## config.mk

```make
export PLATFORM = sky130hd
export DESIGN_NAME = nonce_dispatcher
export DESIGN_NICKNAME = d
export VERILOG_FILES = /design/src/rtl/nonce_dispatch_pkg.sv /design/src/rtl/nonce_result_buf.sv /design/src/rtl/nonce_dispatcher.sv
export SDC_FILE = /design/constraint.sdc
export NUM_CORES = 2
export LEC_CHECK = 0
export ABC_AREA = 1
export CORE_AREA = 2 2 288 404
export CTS_CLUSTER_SIZE = 14
export DETAILED_ROUTE_END_ITERATION = 8
export DIE_AREA = 0 0 290 406
export PLACE_DENSITY = 0.55
export SLEW_MARGIN = 20
export SYNTH_ARGS = -nofsm -noshare
export SYNTH_HDL_FRONTEND = slang
export SYNTH_SLANG_ARGS = --single-unit
```

## constraint.sdc

```tcl
create_clock -name clk -period 7.95 [get_ports clk]
set_clock_uncertainty 0.1 [all_clocks]
set_input_delay 1.59 -clock clk [delete_from_list [all_inputs] [get_ports clk]]
set_output_delay 1.59 -clock clk [all_outputs]
set_load 0.005 [all_outputs]
```

## src/rtl/nonce_dispatch_pkg.sv

```systemverilog
// Shared types and widths for the nonce dispatcher and its result buffer.

package nonce_dispatch_pkg;

  localparam int unsigned NONCE_W = 32;
  localparam int unsigned ADDR_W  = 16;
  localparam int unsigned WORD_W  = 32;

  typedef enum logic [1:0] {
    ST_IDLE     = 2'd0,
    ST_DISPATCH = 2'd1,
    ST_WAIT     = 2'd2,
    ST_WRITE    = 2'd3
  } dispatch_state_t;

  // Index width for a buffer of n entries; never narrower than one bit.
  function automatic int unsigned idx_width(input int unsigned n);
    return (n > 1) ? $clog2(n) : 1;
  endfunction

endpackage

```

## src/rtl/nonce_result_buf.sv

```systemverilog
// Nonce-indexed H0 result storage: one write port per core, one read port with
// write-first forwarding so a result captured this cycle is readable at once.

module nonce_result_buf
  import nonce_dispatch_pkg::*;
#(
  parameter int unsigned NUM_NONCES = 16,
  parameter int unsigned NUM_PORTS  = 4,
  parameter int unsigned IDX_W      = 4
) (
  input  logic                                clk,
  input  logic [NUM_PORTS-1:0]                wr_en_i,
  input  logic [NUM_PORTS-1:0][IDX_W-1:0]     wr_idx_i,
  input  logic [NUM_PORTS-1:0][WORD_W-1:0]    wr_data_i,
  input  logic [IDX_W-1:0]                    rd_idx_i,
  output logic [WORD_W-1:0]                   rd_data_c_o
);

  logic [WORD_W-1:0] mem_q [NUM_NONCES];

  // Contents survive reset; every job overwrites every entry before reading it.
  always_ff @(posedge clk) begin
    for (int unsigned p = 0; p < NUM_PORTS; p++) begin
      if (wr_en_i[p] && (32'(wr_idx_i[p]) < NUM_NONCES)) begin
        mem_q[wr_idx_i[p]] <= wr_data_i[p];
      end
    end
  end

  always_comb begin
    rd_data_c_o = '0;
    if (32'(rd_idx_i) < NUM_NONCES) begin
      rd_data_c_o = mem_q[rd_idx_i];
    end
    for (int unsigned p = 0; p < NUM_PORTS; p++) begin
      if (wr_en_i[p] && (wr_idx_i[p] == rd_idx_i)) begin
        rd_data_c_o = wr_data_i[p];
      end
    end
  end

endmodule

```

## src/rtl/nonce_dispatcher.sv

```systemverilog
// Round-based scheduler sharing NUM_CORES SHA cores across NUM_NONCES nonces,
// collecting H0 results and streaming them to memory once all are done.

module nonce_dispatcher
  import nonce_dispatch_pkg::*;
#(
  parameter int unsigned NUM_NONCES = 16,
  parameter int unsigned NUM_CORES  = 4
) (
  input  logic                                clk,
  input  logic                                reset,
  input  logic                                start,
  input  logic [ADDR_W-1:0]                   output_addr,
  output logic                                done,
  output logic [NUM_CORES-1:0]                core_start,
  output logic [NUM_CORES-1:0][NONCE_W-1:0]   core_nonce,
  input  logic [NUM_CORES-1:0]                core_done,
  input  logic [NUM_CORES-1:0][WORD_W-1:0]    core_h0,
  output logic                                mem_we,
  output logic [ADDR_W-1:0]                   mem_addr,
  output logic [WORD_W-1:0]                   mem_write_data
);

  localparam int unsigned IDX_W = idx_width(NUM_NONCES);

  dispatch_state_t state_q, state_d;
  logic [NONCE_W-1:0] base_q, base_d;
  logic [ADDR_W-1:0]  addr_q, addr_d;
  logic [IDX_W-1:0]   idx_q, idx_d;
  logic [NUM_CORES-1:0] pending_q, pending_d;

  logic                               done_d;
  logic [NUM_CORES-1:0]               core_start_d;
  logic [NUM_CORES-1:0][NONCE_W-1:0]  core_nonce_d;
  logic                               mem_we_d;
  logic [ADDR_W-1:0]                  mem_addr_d;
  logic [WORD_W-1:0]                  mem_write_data_d;

  logic [NUM_CORES-1:0]               capture_c;
  logic [NUM_CORES-1:0][IDX_W-1:0]    wr_idx_c;
  logic [IDX_W-1:0]                   rd_idx_c;
  logic [WORD_W-1:0]                  rd_data_c;

  // Only dones from cores still owed a result, and only while waiting, are kept.
  always_comb begin
    capture_c = '0;
    if (state_q == ST_WAIT) begin
      capture_c = core_done & pending_q;
    end
    for (int unsigned c = 0; c < NUM_CORES; c++) begin
      wr_idx_c[c] = IDX_W'(core_nonce[c]);
    end
  end

  // Word to present on the next write cycle: 0 on entry, else the one after idx_q.
  always_comb begin
    rd_idx_c = '0;
    if (state_q == ST_WRITE) begin
      rd_idx_c = idx_q + IDX_W'(1);
    end
  end

  nonce_result_buf #(
    .NUM_NONCES (NUM_NONCES),
    .NUM_PORTS  (NUM_CORES),
    .IDX_W      (IDX_W)
  ) u_result_buf (
    .clk         (clk),
    .wr_en_i     (capture_c),
    .wr_idx_i    (wr_idx_c),
    .wr_data_i   (core_h0),
    .rd_idx_i    (rd_idx_c),
    .rd_data_c_o (rd_data_c)
  );

  always_comb begin
    state_d          = state_q;
    base_d           = base_q;
    addr_d           = addr_q;
    idx_d            = idx_q;
    pending_d        = pending_q & ~capture_c;
    core_start_d     = '0;
    core_nonce_d     = core_nonce;
    mem_we_d         = 1'b0;
    mem_addr_d       = mem_addr;
    mem_write_data_d = mem_write_data;

    unique case (state_q)
      ST_IDLE: begin
        if (start) begin
          addr_d  = output_addr;
          base_d  = '0;
          state_d = ST_DISPATCH;
        end
      end
      ST_DISPATCH: begin
        state_d = ST_WAIT;
      end
      ST_WAIT: begin
        if (pending_d == '0) begin
          if ((base_q + NONCE_W'(NUM_CORES)) < NONCE_W'(NUM_NONCES)) begin
            base_d  = base_q + NONCE_W'(NUM_CORES);
            state_d = ST_DISPATCH;
          end else begin
            idx_d   = '0;
            state_d = ST_WRITE;
          end
        end
      end
      ST_WRITE: begin
        if (idx_q == IDX_W'(NUM_NONCES - 1)) begin
          state_d = ST_IDLE;
        end else begin
          idx_d = idx_q + IDX_W'(1);
        end
      end
      default: begin
        state_d = ST_IDLE;
      end
    endcase

    // Outputs are registered, so the round's pulses are prepared on entry to DISPATCH.
    if (state_d == ST_DISPATCH) begin
      for (int unsigned c = 0; c < NUM_CORES; c++) begin
        if ((base_d + NONCE_W'(c)) < NONCE_W'(NUM_NONCES)) begin
          core_start_d[c] = 1'b1;
          core_nonce_d[c] = base_d + NONCE_W'(c);
          pending_d[c]    = 1'b1;
        end
      end
    end

    if (state_d == ST_WRITE) begin
      mem_we_d         = 1'b1;
      mem_addr_d       = addr_d + ADDR_W'(idx_d);
      mem_write_data_d = rd_data_c;
    end

    done_d = (state_d == ST_IDLE);
  end

  always_ff @(posedge clk) begin
    if (reset) begin
      state_q        <= ST_IDLE;
      base_q         <= '0;
      addr_q         <= '0;
      idx_q          <= '0;
      pending_q      <= '0;
      done           <= 1'b1;
      core_start     <= '0;
      core_nonce     <= '0;
      mem_we         <= 1'b0;
      mem_addr       <= '0;
      mem_write_data <= '0;
    end else begin
      state_q        <= state_d;
      base_q         <= base_d;
      addr_q         <= addr_d;
      idx_q          <= idx_d;
      pending_q      <= pending_d;
      done           <= done_d;
      core_start     <= core_start_d;
      core_nonce     <= core_nonce_d;
      mem_we         <= mem_we_d;
      mem_addr       <= mem_addr_d;
      mem_write_data <= mem_write_data_d;
    end
  end

endmodule

```

==> results.toml <==
[status]
status = "completed"

[yosys]
synth_area_mm2 = 0.0454
yosysTopAreaCellShare_pct = 33.9
synth-edff-count = 512
async_reset_ff_share_pct = 0
synth_area_leader_cell = "edfxtp_1"
synth.area.top_cells = "edfxtp_1 (34%), dfxtp_1 (11%), o21ai_0 (8.0%)"
synthCells = 5999
ys_warn_count = 0
synth_cell_types = 47
seq_area_frac_synth_pct = 44.5
ys_ff_latch = 752
synthFlopType = "edfxtp_1"
avgSynthCellArea_um2 = 7.57
synth_fp_nets = 6161

[timing]
finalCriticalPeriod_ns = 5.75
finalHoldViolCount = 0
finalCritPeriodShare_pct = 72.4
setup_tns_ns = 0
rsz0062_at_grt = "no"
worst_pin_slew_ns = 1.25
setup_slack_ns = 2.20
fmax_mhz = 174
setup_violations = 0
slew_violations = 0
slew_headroom_pct = 16.9

[placement]
place_area_mm2 = 0.0496
dp_hpwl_mm = 130
io_buffers = 332
dp.cells = 7309
place_ws_ns = 1.87
place.gp.congestion = 0.897

[route]
dr.first_iter.drc_count = 6840
vias = 48900
dr.pass1.iters = 8
avgViaCountPerCell = 6.54
drt-total-wl_mm = 230
ant_nets = 0
routedWlPerCell_um = 30.7
route.detailed.drc = 0

[critical_path]
cp.required_ns = 8.21
timing.rr.start = "base_q[3]"
setup.worst_path.start = "core_done[1]"
end_kind = "flip-flop"
path_class = "input pin to flip-flop"
r2r_setup_slack_ns = 2.66
arrival_ns = 6.01
timing.rr.end = "mem_addr[14]"
worst_r2r_path_depth = 27
crit_fanout = 34
startpoint_type = "input pin"

[final_layout]
final_area_mm2 = 0.0524
post-route-util_pct = 45.9
fin_cells = 7479
mostFrequentLayoutCell = "nand2_1"
nets = 6068
mostFrequentLayoutCells = "nand2_1 (935), o21ai_0 (729), a21oi_1 (683), nor2_1 (663), edfxtp_1 (512)"
drive_gt1_share_pct = 6.18
area_growth_pct = 15.5

[global_route]
use_met2_pct = 60.5
grt_max_degree = 162
antenna_found_initial = 19
grt_util_met1_pct = 43.0
grt_usage_pct = 37.8
top_usage_layer = "met2"
grt_pass1_wl_mm = 326
grt_pass1_vias = 46800
grt_util_met3_pct = 10.8
grt_overflow = 0

[floorplan]
core_mm2 = 0.114
core.rowCount = 147
die_h_um = 406
ios = 333
dieArea_mm2 = 0.118
start_util_pct = 39.7
fp.dieW_um = 290

[cts]
post_cts_buffers = 0
clk_pin_slew_ns = 0.06
cts.sinks = 752
ctsResizeCount = 0
root_buffer = "clkbuf_16"
postCtsHoldBufs = 0
clk_latency_ns = 0.72
cts_tree = "built"
clk_path_buf_depth = 3
h-tree-depth = 3
numCtsBuffers = 84

[worst_hold_path]
hold_class = "flip-flop to flip-flop"
min_delay_path_depth = 2
hold_end = "core_nonce[12]"
holdCritStartpoint = "core_nonce[12]"

[power_and_ir_drop]
switching_power_uw = 2600
vdd_drop_max_mv = 0.177
pwr-share-clk_pct = 43.2
p_per_area_mw_per_mm2 = 180
p_comb_share_pct = 11.4
internal_power_uw = 6860
power.leakage_uw = 0.0189
pwr-share-seq_pct = 45.4
p_sw_share_pct = 27.5

[run]
maxCapViolCount = 0
==> cell families (layout without fill, tap and decap cells) <==
logic type                 after synthesis  in the layout  share of synthesized area, %
and+or+nand+nor                       2094           2094                          18.9
other                                    0             14                             0
DFF                                    752            752                          44.5
buffers and inverters                  996            972                          8.39
muxes                                    7              7                         0.154
AOI/OAI and AO/OA                     2104           2104                          27.1
xor gates and xnor gates                35             35                         0.708
adders and majority gates               11             11                         0.320
==> worst max-delay path by stage <==
stage / depth (start not counted) / to / slack [ns]
floorplan: 17 / mem_addr[14] / 3.36
global placement: 10 / u_result_buf.mem_q[5][18] / 1.98
detailed placement: 10 / u_result_buf.mem_q[5][19] / 1.87
CTS: 10 / u_result_buf.mem_q[5][24] / 2.60
global route: 29 / mem_addr[14] / 2.32
finish: 10 / u_result_buf.mem_q[5][24] / 2.20
==> worst max-delay path, cell delays in order <==
cell             delay, ns
clkdlybuf4s50_1       0.47
nand3_1               0.27
nor2_4                0.15
buf_4                 0.70
inv_1                 0.33
nor2_4                0.15
buf_4                 0.55
inv_2                 0.61
o2111ai_4             0.63
buf_4                 0.50
==> registers in the layout, indices dropped and copies added, names as in the netlist <==
name	count
mem_we	1
state_q	2
base_q	32
core_nonce	128
core_start	4
u_result_buf.mem_q	512
mem_write_data	32
addr_q	16
mem_addr	16
pending_q	4
idx_q	4
done	1
==> synth_stat cells (3+ instances only) <==
| cell type | n |
|---|---|
| nand2_1 | 953 |
| o21ai_0 | 729 |
| nor2_1 | 692 |
| a21oi_1 | 683 |
| clkbuf_1 | 550 |
| edfxtp_1 | 512 |
| inv_1 | 348 |
| nand3_1 | 274 |
| dfxtp_1 | 240 |
| o211ai_1 | 232 |
| o221ai_1 | 135 |
| o22ai_1 | 126 |
| nor3_1 | 117 |
| a221oi_1 | 93 |
| a31oi_1 | 64 |
| buf_1 | 52 |
| clkinv_1 | 29 |
| xor2_1 | 20 |
| o21ai_1 | 18 |
| nand4_1 | 13 |
| xnor2_1 | 13 |
| o2111ai_1 | 11 |
| or2_2 | 11 |
| ha_1 | 10 |
| buf_6 | 9 |
| inv_2 | 7 |
| mux2i_1 | 7 |
| nor2_2 | 7 |
| a211oi_1 | 6 |
| nor2_4 | 6 |
| nand3b_1 | 4 |
| nor4_1 | 4 |
| nand2_4 | 3 |
| nand3_2 | 3 |
==> per-layer routing <==
layer / part of all wire (%) / wire [um]
met5: 0.087 / 199
met4: 8.5 / 19500
met3: 12 / 28100
met2: 45 / 103000
met1: 34 / 79000
==> final cells by class <==
class,instances,area (um^2)
sequential,752,20200
multi-input combinational,4251,22000
fill,11200,61800
tap,1490,1860
clock buffer,120,2510
timing repair buffer,433,4160
antenna,14,35.0
clock inverter,35,248
inverter,384,1460
==> power groups by stage <==
stage                     Clock (uW)  Combinational (uW)  Sequential [uW]
after floorplan                    0                 600             4360
after global placement             0                1040             4370
after detailed placement           0                1050             4370
after CTS                       4100                1060             4290
after global routing            4230                1160             4300
final                           4080                1080             4290
==> per-stage QoR <==
stage               total power (uW)  hold slack (ns)
floorplan                       4960            0.333
global placement                5420            0.325
detailed placement              5420            0.328
CTS                             9450            0.339
global route                    9680            0.347
finish                          9450            0.337
(Power assumes the default switching activity.)
